==> config.mk <==
export PLATFORM = sky130hd
export DESIGN_NAME = hazard_ctrl
export DESIGN_NICKNAME = d
export VERILOG_FILES = /design/src/rtl/hazard_ctrl.sv
export SDC_FILE = /design/constraint.sdc
export NUM_CORES = 1
export LEC_CHECK = 0
export ABC_AREA = 1
export CELL_PAD_IN_SITES_DETAIL_PLACEMENT = 2
export CELL_PAD_IN_SITES_GLOBAL_PLACEMENT = 2
export CORE_MARGIN = 5
export CORE_UTILIZATION = 26
export DETAILED_ROUTE_END_ITERATION = 7
export PLACE_DENSITY_LB_ADDON = 0.2
export SETUP_SLACK_MARGIN = 0.15
export SYNTH_ARGS = -nofsm -noshare
export SYNTH_HDL_FRONTEND = slang
export SYNTH_SLANG_ARGS = --single-unit
==> constraint.sdc <==
create_clock -name clk -period 3.4 [get_ports clk]
set_input_delay 0.51 -clock clk [delete_from_list [all_inputs] [get_ports clk]]
set_output_delay 0.51 -clock clk [all_outputs]
set_load 0.005 [all_outputs]
==> src/rtl/hazard_ctrl.sv <==
`default_nettype none
// +--------------------------------------------------------------------------+
// | hazard_ctrl : stall/flush sequencer for the RV32I 5-stage pipeline.       |
// | Optional perf counters enabled by HAZARD_CTRL_PERF_EN.  Rev 1.0           |
// +--------------------------------------------------------------------------+
module hazard_ctrl #(
  parameter int LOAD_USE_CYCLES = 1,
  parameter int MEM_TIMEOUT     = 255
) (
  input  logic       clk,
  input  logic       rst,
  input  logic [4:0] id_rs1,
  input  logic [4:0] id_rs2,
  input  logic       id_uses_rs1,
  input  logic       id_uses_rs2,
  input  logic [4:0] ex_rd,
  input  logic       ex_memread,
  input  logic       ex_redirect,
  input  logic       mem_req,
  input  logic       mem_ack,
  output logic       pc_hold,
  output logic       pc_redirect,
  output logic       if_id_hold,
  output logic       if_id_retire,
  output logic       id_ex_hold,
  output logic       id_ex_retire,
  output logic       ex_mem_hold,
  output logic       mem_wb_retire,
  output logic       mem_err,
  output logic [1:0] state
`ifdef HAZARD_CTRL_PERF_EN
  ,
  output logic [31:0] perf_lu_cnt,
  output logic [31:0] perf_flush_cnt,
  output logic [31:0] perf_mem_cnt
`endif
);

  typedef enum logic [1:0] {
    RUN     = 2'd0,
    LUSTALL = 2'd1,
    MEMWAIT = 2'd2
  } state_t;

  localparam logic [2:0] c_bub_load  = 3'(LOAD_USE_CYCLES - 1);
  localparam logic [7:0] c_timeout   = 8'(MEM_TIMEOUT);
  localparam bit         c_multi_bub = (LOAD_USE_CYCLES > 1);

  state_t     state_q, state_d;
  logic [2:0] bub_q, bub_d;
  logic [7:0] wait_q, wait_d;
  logic       mem_err_q, mem_err_d;

  logic       w_memstall;
  logic       w_lu;
  logic [7:0] w_wait_inc;

  assign w_memstall = mem_req & ~mem_ack;
  assign w_lu       = ex_memread & (ex_rd != 5'd0) &
                      ((id_uses_rs1 & (id_rs1 == ex_rd)) |
                       (id_uses_rs2 & (id_rs2 == ex_rd)));
  assign w_wait_inc = (wait_q == 8'hFF) ? wait_q : wait_q + 8'd1;

  assign state   = state_q;
  assign mem_err = mem_err_q;

  always_comb begin
    pc_hold       = 1'b0;
    pc_redirect   = 1'b0;
    if_id_hold    = 1'b0;
    if_id_retire  = 1'b0;
    id_ex_hold    = 1'b0;
    id_ex_retire  = 1'b0;
    ex_mem_hold   = 1'b0;
    mem_wb_retire = 1'b0;
    state_d       = state_q;
    bub_d         = bub_q;
    wait_d        = wait_q;
    mem_err_d     = mem_err_q;
    if (rst) begin
      pc_hold       = 1'b1;
      if_id_retire  = 1'b1;
      id_ex_retire  = 1'b1;
      mem_wb_retire = 1'b1;
    end else if (w_memstall) begin
      pc_hold       = 1'b1;
      if_id_hold    = 1'b1;
      id_ex_hold    = 1'b1;
      ex_mem_hold   = 1'b1;
      mem_wb_retire = 1'b1;
      state_d       = MEMWAIT;
      if (state_q == MEMWAIT) begin
        wait_d = w_wait_inc;
        if (w_wait_inc >= c_timeout) mem_err_d = 1'b1;
      end else begin
        wait_d = 8'd0;
      end
    end else if (ex_redirect) begin
      pc_redirect  = 1'b1;
      if_id_retire = 1'b1;
      id_ex_retire = 1'b1;
      state_d      = RUN;
    end else if (state_q == LUSTALL) begin
      // Bubbles continue regardless of lu: the load has already left EX.
      pc_hold      = 1'b1;
      if_id_hold   = 1'b1;
      id_ex_retire = 1'b1;
      if (bub_q <= 3'd1) begin
        bub_d   = 3'd0;
        state_d = RUN;
      end else begin
        bub_d   = bub_q - 3'd1;
        state_d = LUSTALL;
      end
    end else if (w_lu) begin
      pc_hold      = 1'b1;
      if_id_hold   = 1'b1;
      id_ex_retire = 1'b1;
      bub_d        = c_bub_load;
      state_d      = c_multi_bub ? LUSTALL : RUN;
    end else begin
      state_d = RUN;
    end
  end

  always_ff @(posedge clk or posedge rst) begin
    if (rst) begin
      state_q   <= RUN;
      bub_q     <= 3'd0;
      wait_q    <= 8'd0;
      mem_err_q <= 1'b0;
    end else begin
      state_q   <= state_d;
      bub_q     <= bub_d;
      wait_q    <= wait_d;
      mem_err_q <= mem_err_d;
    end
  end

`ifdef HAZARD_CTRL_PERF_EN
  logic [31:0] perf_lu_cnt_q, perf_lu_cnt_d;
  logic [31:0] perf_flush_cnt_q, perf_flush_cnt_d;
  logic [31:0] perf_mem_cnt_q, perf_mem_cnt_d;

  // A bubble is the only case with if_id held but id_ex not held.
  always_comb begin
    perf_lu_cnt_d    = perf_lu_cnt_q + {31'd0, if_id_hold & ~id_ex_hold};
    perf_flush_cnt_d = perf_flush_cnt_q + {31'd0, pc_redirect};
    perf_mem_cnt_d   = perf_mem_cnt_q + {31'd0, ex_mem_hold};
  end

  always_ff @(posedge clk or posedge rst) begin
    if (rst) begin
      perf_lu_cnt_q    <= 32'd0;
      perf_flush_cnt_q <= 32'd0;
      perf_mem_cnt_q   <= 32'd0;
    end else begin
      perf_lu_cnt_q    <= perf_lu_cnt_d;
      perf_flush_cnt_q <= perf_flush_cnt_d;
      perf_mem_cnt_q   <= perf_mem_cnt_d;
    end
  end

  assign perf_lu_cnt    = perf_lu_cnt_q;
  assign perf_flush_cnt = perf_flush_cnt_q;
  assign perf_mem_cnt   = perf_mem_cnt_q;
`endif

endmodule
`default_nettype wire

# Word level (Yosys, flattened, before mapping)
# Index checks and enable logic that the tools add are counted.
# op_classes
n_shift	0
mux	25
bitwise	10
mul	0
n_eq_ne	5
n_addsub	2
n_lt_le_gt_ge	2
reduce_logical	5
n_div	0
# op_table
cell	n
$mux W1	17
$mux W8	2
$eq A5 B5 Y1	2
$mux W3	3
$add A8 B1 Y8 const B	1
$eq A8 B8 Y1 const B	1
$ge A8 B8 Y1 const B	1
$reduce_and A4 Y1	2
$mux W2	3
$and A1 B1 Y1	5
$reduce_bool A5 Y1	1
$not A1 Y1	4
$le A3 B1 Y1 const B	1
$sub A3 B1 Y3 const B	1
$eq A2 B1 Y1 const B	1
$eq A2 B2 Y1 const B	1
$reduce_and A2 Y1	1
$reduce_bool A2 Y1	1
$or A1 B1 Y1	1
# totals
ramBits	0
out_inout_bits	11
inputBits	23
wordCells	53
regBits	14
latchBits	0
memories	0
romBits	0

# Longest topological paths before layout
# Gate-level depths: netlist of run 1.
# logic_depth
ltp_word	9
depth_mapped	11
depth_no_buf	11

# Worst setup path before layout of run 1
# No wires, ideal clock.
# synth_timing
path_type	in2out
from	in rst
to	out id_ex_hold
required_time_ns	2.890
path_slack_ns	1.707
arrival_time_ns	1.183
path_buffers	1
stages	4
cell_sequence	inv_2 -> nand2_2 -> inv_1 -> buf_4
# synth_between
elab_chain_len	1
# synth_rtl
element	line	text
start, declared	11	input logic rst,
$mux W1	--	
end, declared	25	output logic id_ex_hold,
# Every way passes these cells.

# Final worst setup path of run 1
# layout_timing
from	in ex_rd[3]
to	out id_ex_retire
# layout_between
elab_chain_len	9
word_cells_on_any_way	13
cone_classes	2 x eq/ne; 5 x mux; 5 x bitwise; 1 x reduce/logical
# layout_rtl
element	line	text
start, declared	16	input logic [4:0] ex_rd,
$eq A5 B5 Y1 (on tied branches)	60, 61	
$and A1 B1 Y1 (on tied branches)	60, 61	
$or A1 B1 Y1	60	((id_uses_rs1 & (id_rs1 == ex_rd)) |
$and A1 B1 Y1 *	59	assign w_lu = ex_memread & (ex_rd != 5'd0) &
$mux W1 *	115	end else if (w_lu) begin
$mux W1 *	103	end else if (state_q == LUSTALL) begin
$mux W1 *	98	end else if (ex_redirect) begin
$mux W1 *	85	end else if (w_memstall) begin
$mux W1 *	80	if (rst) begin
end, declared	26	output logic id_ex_retire,
# Mark *: on every way between the ends. The rest lies on a longest branch, timed or not.

==> results.toml, run 1 <==
[power]
switchingPower_uw = 118.5
clockPowerShare = 0.336
p_int_uw = 301.2
power_frac_comb = 0.238
cellLeakagePower_nw = 0.8414
pwr-share-seq = 0.426
switching_share = 0.2823
ir_drop_uv = 137.8
p_per_area_nw_per_um2 = 264.6

[yosys]
syn_avg_cell_area_sq_um = 6.283
synthAdderAreaFrac = 0.03264
syn_area_sq_um = 1150
synth_top_flop_cell = "dfrtp_1"
ys_seq_area_frac = 0.3047
synth_most_common_cell = "nand2_1"
syn_inst = 183
synth_nets = 209
yosys_register_bits = 14
synth_mux_area_frac = 0
netlist.area_leader.share = 0.3047
synthSimpleGateAreaFrac = 0.4026
synth_top_family_by_area = "simple AND/OR/NAND/NOR gates"
async_flop_share = 1.000
synth_top_cell_by_area = "dfrtp_1"
synth-compound-area-share = 0.09249
synth_warnings = 0
synth_common_cells = "nand2_1, inv_1, nor2_1"
ys_types = 23
synth-edff-count = 0
synth_area_leaders = "dfrtp_1, nand2_1, inv_1"
synth-xor-area-share = 0.03047

[global_routing]
antenna_found_initial = 0
grt_first_pass_wirelength_um = 6913
grt_pass1_vias = 1423
grt-ovfl-total = 0
grt_max_degree = 19
grt_use_total = 0.1429

[detailed_routing]
route.detailed.drc = 0
dr.pass1.iters = 4
drtAntennaViolNets = 0
wl_per_cell_um = 14.68
viasPerCell = 4.686
initialDrtViolationCount = 21
wl_um = 3977
vias = 1270

[worst_hold_path]
hold_path_class = "flop to flop"

[setup_path]
critPathLaunchType = "primary input"
cp_data_arrival_time_ns = 2.31
path_class = "primary input to output port"
crit_path_end_kind = "output port"
cp.required_ns = 2.89
critPathMaxFanout = 4

[placement]
numPortBuffers = 33
gp_congestion = 0.8161
detailed_place_hpwl_um = 3370

[sta]
setup_violations = 0
clock_skew_ns = 0.005121
drv_slew = 0
post-route-min-period_ns = 2.815
hold_viol = 0
finalSetupTns_ns = 0
rsz0062_at_grt = "no"
worst_pin_slew_ns = 0.3424
relSlewSlack = 0.7710
fmax_mhz = 355.2
timing.final.crit_share = 0.8280

[layout]
syn_to_final_growth_pct = 37.98
antennaDiodeCount = 0
nets = 247
fin_util = 0.3669
drive_gt1_frac = 0.1005

[cts]
ctsResizeCount = 0
clock_latency_ns = 0.25
cts_buffer_depth = 2
postCtsHoldBufs = 0
clock-root-buffer = "clkbuf_8"
h-tree-depth = 1
cts_buffers = 3
post_cts_buffers = 0
cts.reportedPaths.clkPinSlew_ns = 0.06
cts_tree = "done"
clock_sinks = 14

[floorplanning]
dieArea_sq_um = 5852
core_area_sq_um = 4324
start_util = 0.2659
die_w_um = 76.50
ios = 34
die_y_um = 76.50
rows = 24

[run_status]
outcome = "complete, no violations"

[run]
maxCapViolCount = 0
cells by family after synthesis:
logic type	Yosys count
xor gates and xnor gates	4
adders and majority gates	3
AOI/OAI and AO/OA	18
DFF	14
buffers and inverters	41
and+or+nand+nor	103
routing by layer:
layer | track usage | wire [um]
met5 | 0 | 0
met4 | 0.03846 | 40
met3 | 0.02009 | 88
met2 | 0.2654 | 2129
met1 | 0.1688 | 1719
worst max-delay path, cell delays in order:
cell and delay [ns]:
clkdlybuf4s50_1 0.53, inv_2 0.07, nand2_1 0.07, nand2_1 0.06, nor2_1 0.12, nand3_1 0.08
nand2_1 0.07, nand2_1 0.05, nand2_1 0.12, nand2_1 0.07, nand2_1 0.06, clkdlybuf4s50_1 0.50
path summary, 6_finish.rpt:
check / start / endpoint / slack (ns) / cells past startpoint
max: ex_rd[3] / id_ex_retire / 0.58 / 12
min: mem_err$_DFFE_PP0P_ / mem_err$_DFFE_PP0P_ / 0.49 / 2
max reg2reg: wait_q[0]$_DFFE_PP0P_ / mem_err$_DFFE_PP0P_ / 1.77 / 9
min reg2reg: mem_err$_DFFE_PP0P_ / mem_err$_DFFE_PP0P_ / 0.49 / 2
max in group asynchronous: rst / bub_q[1]$_DFFE_PP0P_ / 2.55 / 3
min in group asynchronous: rst / wait_q[0]$_DFFE_PP0P_ / 0.66 / 3
power groups by stage:
stage          clock, mW  combinational [mW]  sequential, mW
2_1_floorplan          0              0.0454           0.180
3_3_place_gp           0              0.0960           0.181
3_5_place_dp           0               0.102           0.182
4_1_cts            0.144               0.103           0.179
5_1_grt            0.156               0.112           0.180
6_report           0.141              0.0999           0.179
metrics by stage:
step / area, sq um / instances / hold WS (ns) / power (mW) / setup WS (ns)
global route: 1587 / 271 / 0.5326 / 0.4488 / 0.4063
floorplan: 1150 / 183 / 0.3460 / 0.2251 / 1.707
detailed placement: 1545 / 268 / 0.4727 / 0.2840 / 0.5568
finish: 1587 / 271 / 0.4920 / 0.4198 / 0.5848
global placement: 1545 / 268 / 0.4581 / 0.2773 / 0.6038
CTS: 1587 / 271 / 0.4952 / 0.4258 / 0.5482
registers in the layout (all words and copies together), names as in the netlist:
signal	flops
bub_q	3
mem_err	1
state	2
wait_q	8
cell usage in the layout, fill, tap and decap left out, types with 3 or more instances in the layout:
cell type,count
nand2_1,66
clkdlybuf4s50_1,33
inv_1,31
nor2_1,15
dfrtp_1,14
nand3_1,10
inv_2,9
o21ai_0,5
o21ai_1,4
nand2_2,3
xor2_1,3
nand4_1,3
a21oi_1,3
ha_1,3
clkbuf_8,3
layout make-up:
cell class,instances,area (sq um)
Fill cell,544,2738
Multi-Input combinational cell,128,641.9
Sequential cell,14,350.3
Timing Repair Buffer,34,337.8
Inverter,40,150.1
Tap cell,52,65.06
Clock buffer,3,41.29
(Power assumes the default switching activity.)
==> run 2: changes to the inputs <==
--- a/config.mk
+++ b/config.mk
@@ -9,7 +9,7 @@
 export CELL_PAD_IN_SITES_DETAIL_PLACEMENT = 2
 export CELL_PAD_IN_SITES_GLOBAL_PLACEMENT = 2
 export CORE_MARGIN = 5
-export CORE_UTILIZATION = 26
+export CORE_UTILIZATION = 24
 export DETAILED_ROUTE_END_ITERATION = 7
 export PLACE_DENSITY_LB_ADDON = 0.2
 export SETUP_SLACK_MARGIN = 0.15
==> constraint.sdc (replaced) <==
create_clock -name clk -period 2.6 [get_ports clk]
set_input_delay 0.39 -clock clk [delete_from_list [all_inputs] [get_ports clk]]
set_output_delay 0.39 -clock clk [all_outputs]
set_load 0.005 [all_outputs]
==> run 2 against run 1 <==
Non-clock buffer count rose by 1. Register-to-register slack got worse by 0.80 ns. Power rose by 38%. Clock power rose by 53%. First-iteration DRC count fell by 14%. Final cell count rose by 1.5%. Routed wire length fell by 3.7%. Die area rose by 7.2%. Count of clock-buffer cells in the layout rose by 1.
==> results.toml, run 2 (synthesized netlist as in run 1, its figures left out) <==
[run_status]
outcome = "complete, no violations"

[run]
maxCapViolCount = 0

[detailed_routing]
dr.pass1.iters = 4
drtAntennaViolNets = 0
vias = 1249
wl_per_cell_um = 13.92
initialDrtViolationCount = 18
route.detailed.drc = 0
viasPerCell = 4.542
wl_um = 3829

[sta]
clock_skew_ns = 0.001842
post-route-min-period_ns = 2.285
hold_ws_ns = 0.4731
worst_pin_slew_ns = 0.3424
setup_ws_ns = 0.3154
drv_slew = 0
finalSetupTns_ns = 0
timing.final.crit_share = 0.8787
hold_viol = 0
rsz0062_at_grt = "no"
setup_violations = 0
relSlewSlack = 0.7710
fmax_mhz = 437.7

[cts]
h-tree-depth = 1
clock-root-buffer = "clkbuf_8"
clock_sinks = 14
cts.reportedPaths.clkPinSlew_ns = 0.06
cts_buffers = 3
post_cts_buffers = 0
clock_latency_ns = 0.25
cts_buffer_depth = 2
cts_tree = "done"

[power]
power_uw = 578.3
p_per_area_nw_per_um2 = 359.7
ir_drop_uv = 190.6
cellLeakagePower_nw = 0.8621

[floorplanning]
start_util = 0.2451
ios = 34
dieArea_sq_um = 6275
die_w_um = 79.22
die_y_um = 79.22
core_area_sq_um = 4692
rows = 25

[setup_path]
cp_common_cell = "nand2_1"
cp_num_buf_inv = 3
critPathLaunchType = "primary input"
critPathMaxFanout = 4
cp_top_family = "buffers and inverters"
cp.required_ns = 2.21
max_stage_delay_ns = 0.54
crit_chain = "clkdlybuf4s50_1 -> nand2_1 -> nand2_1 -> nor2_1 -> nand3_1 -> nand2_1 -> nand2_1 -> nand2_2 -> o21bai_1 -> inv_1 -> dlygate4sd2_1"
crit_path_end_kind = "output port"
path_class = "primary input to output port"
slowest_stage = "clkdlybuf4s50_1"
cp_data_arrival_time_ns = 1.89

[worst_hold_path]
hold_path_class = "flop to flop"

[placement]
detailed_place_hpwl_um = 3300
dp_slack_ns = -0.09770
place_area_sq_um = 1555
dp.cells = 271
gp_congestion = 0.8063
numPortBuffers = 33

[global_routing]
grt_use_total = 0.1327
grt_pass1_vias = 1384
grt_max_degree = 17
grt-ovfl-total = 0
grt_first_pass_wirelength_um = 6596
antenna_found_initial = 0

[layout]
layout_common_cells = "nand2_1, inv_1, clkdlybuf4s50_1"
final_common_cell = "nand2_1"
nets = 248
final_cells = 275
fin_util = 0.3427
syn_to_final_growth_pct = 39.83
top_register = "wait_q"
antennaDiodeCount = 0
final_cell_area_sq_um = 1608
largest_register_ffs = 8
drive_gt1_frac = 0.1176
## run 2: worst paths after layout
check | to | startpoint | depth (start not counted) | slack [ns]
min reg2reg | mem_err$_DFFE_PP0P_ | mem_err$_DFFE_PP0P_ | 2 | 0.47
max reg2reg | mem_err$_DFFE_PP0P_ | wait_q[0]$_DFFE_PP0P_ | 9 | 0.97
min in group asynchronous | bub_q[0]$_DFFE_PP0P_ | rst | 3 | 0.55
max in group asynchronous | bub_q[1]$_DFFE_PP0P_ | rst | 3 | 1.86
max | if_id_hold | ex_rd[0] | 11 | 0.32
min | mem_err$_DFFE_PP0P_ | mem_err$_DFFE_PP0P_ | 2 | 0.47
## run 2: cell type report
| type | count | area [sq um] |
|---|---|---|
| inverter | 40 | 150.1 |
| clock buffer | 4 | 55.05 |
| timing repair buffer | 35 | 337.8 |
| tap | 54 | 67.56 |
| sequential | 14 | 350.3 |
| multi-input combinational | 128 | 646.9 |
| fill | 577 | 3084 |
## run 2: worst min-delay path, delay by kind of cell (launching register included)
| family | cells | cell delay, ns |
|---|---|---|
| flip-flops | 1 | 0.35 |
| AND/OR/NAND/NOR | 1 | 0.05 |
| buffers and inverters | 1 | 0.04 |
## run 2: where the power goes
group / internal [mW] / switching [mW]
Sequential: 0.225 / 0.00946
Clock: 0.134 / 0.0817
Combinational: 0.0642 / 0.0641
## run 2: layer usage
layer,up-vias,share of wire,track usage,wire length (um)
met5,-,0,0,0
met4,0,0.014,0.03952,52
met1,591,0.43,0.1497,1653
met2,20,0.52,0.2525,2000
met3,7,0.032,0.02154,123
li1,631,-,-,-
## run 2: repair_timing
item / 4_1_cts / 5_1_grt
resized for setup: 8 / 0
setup endpoints to repair: 3 / 0
hold buffers: 0 / 0
==> run 3: changes to the inputs <==
--- a/config.mk
+++ b/config.mk
@@ -8,7 +8,6 @@
 export ABC_AREA = 1
 export CELL_PAD_IN_SITES_DETAIL_PLACEMENT = 2
 export CELL_PAD_IN_SITES_GLOBAL_PLACEMENT = 2
-export CORE_MARGIN = 5
 export CORE_UTILIZATION = 24
 export DETAILED_ROUTE_END_ITERATION = 7
 export PLACE_DENSITY_LB_ADDON = 0.2
==> run 3 against run 2 <==
The run now ends with design-rule violations left. Power rose by 1.2%. Core utilization rose by 2.3 points. Routed wire length down 2.6%. Critical endpoint unchanged.
==> results.toml, run 3 (synthesized netlist as in run 1, its figures left out) <==
[sta]
relSlewSlack = 0.7656
worst_pin_slew_ns = 0.3504
setup_ws_ns = 0.3124
hold_viol = 0
rsz0062_at_grt = "no"
fmax_mhz = 437.1
finalSetupTns_ns = 0
post-route-min-period_ns = 2.288
clock_skew_ns = 0.004704
timing.final.crit_share = 0.8798
hold_ws_ns = 0.4705
drv_slew = 0
setup_violations = 0

[detailed_routing]
wl_um = 3730
route.detailed.drc = 3
wl_per_cell_um = 13.51
vias = 1258
initialDrtViolationCount = 26
viasPerCell = 4.558
dr.pass1.iters = 5
drtAntennaViolNets = 0

[global_routing]
grt_max_degree = 18
antenna_found_initial = 0
grt-ovfl-total = 0
grt_first_pass_wirelength_um = 6513
grt_use_total = 0.1625
grt_pass1_vias = 1431

[cts]
postCtsHoldBufs = 0
h-tree-depth = 1
cts.reportedPaths.clkPinSlew_ns = 0.06
cts_buffer_depth = 2
cts_tree = "done"
clock_sinks = 14
clock-root-buffer = "clkbuf_8"
clock_latency_ns = 0.25
cts_buffers = 3

[setup_path]
slowest_stage = "clkdlybuf4s50_1"
cp-startpoint = "ex_rd[2]"
cp_data_arrival_time_ns = 1.90
max_stage_delay_ns = 0.49
reg2reg_from = "wait_q[0]$_DFFE_PP0P_"
cp.required_ns = 2.21
critPathMaxFanout = 4
crit_path_end_kind = "output port"
critPathLaunchType = "primary input"
path_class = "primary input to output port"
cp_common_cell = "nand2_1"
crit_chain = "clkdlybuf4s50_1 -> inv_2 -> nor2_1 -> nor2_2 -> nand3_1 -> nand2_1 -> nand2_1 -> nand2_2 -> buf_4 -> o21bai_1 -> inv_1 -> dlygate4sd2_1"

[floorplanning]
die_w_um = 71.22
ios = 34
die_y_um = 71.22
core_area_sq_um = 4474
rows = 24
dieArea_sq_um = 5072
start_util = 0.2570

[layout]
drive_gt1_frac = 0.1295
syn_to_final_growth_pct = 42.22
final_common_cell = "nand2_1"
layout_common_cells = "nand2_1, inv_1, clkdlybuf4s50_1"
fill_cells = 552
regArea_sq_um = 350.3
final_cell_area_sq_um = 1635
largest_register_ffs = 8
nets = 251
fin_util = 0.3655
multi_input_area_sq_um = 646.9
antennaDiodeCount = 0
final_cells = 276
top_register = "wait_q"

[run_status]
violations = "design-rule violations"
outcome = "finished with violations"

[power]
ir_drop_uv = 181.4
p_per_area_nw_per_um2 = 357.8
power_uw = 585.2
cellLeakagePower_nw = 0.9032

[placement]
numPortBuffers = 33
detailed_place_hpwl_um = 3147
dp_slack_ns = 0.003231
dp.cells = 269
place_area_sq_um = 1553
gp_congestion = 0.7867

[run]
maxCapViolCount = 0

[worst_hold_path]
hold_path_class = "flop to flop"
hold_start = "mem_err$_DFFE_PP0P_"
-- run 3: worst max-delay path: cells and delay by family --
kind	cells	cell delay, ns
AND/OR/NAND/NOR	6	0.43
buffers and inverters	5	0.97
AO/OA/AOI/OAI	1	0.11
-- run 3: path summary, 6_finish.rpt --
check | endpoint | slack (ns) | depth (start not counted)
worst max-delay path | if_id_hold | 0.31 | 12
worst min-delay path | mem_err$_DFFE_PP0P_ | 0.47 | 2
worst max register to register | mem_err$_DFFE_PP0P_ | 0.94 | 9
worst min register to register | mem_err$_DFFE_PP0P_ | 0.47 | 2
max in group asynchronous | wait_q[7]$_DFFE_PP0P_ | 1.84 | 3
min in group asynchronous | bub_q[1]$_DFFE_PP0P_ | 0.57 | 3
-- run 3: cell type report --
type	instances	share of cell area
Multi-Input combinational cell	128	0.3956
Inverter	40	0.09181
Sequential cell	14	0.2142
Timing Repair Buffer	38	0.2249
Tap cell	52	0.03979
Clock buffer	4	0.03366
-- run 3: power by group --
group | internal, mW | total, mW | leakage [nW] | switching (mW)
sequential | 0.224 | 0.234 | 0.188 | 0.00981
combinational | 0.0650 | 0.129 | 0.686 | 0.0638
clock | 0.134 | 0.222 | 0.0288 | 0.0877
total | 0.424 | 0.585 | 0.903 | 0.161
-- run 3: per-layer routing --
metal / vias up / part of all wire / global-route usage
met5: - / 0 / 0
met3: 4 / 0.022 / 0.01828
met4: 0 / 0.0075 / 0.04667
met2: 17 / 0.52 / 0.3026
li1: 637 / - / -
met1: 600 / 0.45 / 0.1960
-- run 3: repair_timing --
action,4_1_cts,5_1_grt
endpoints found under the setup margin,3,1
pin swaps,1,2
setup buffers,1,2
resized for setup,7,4
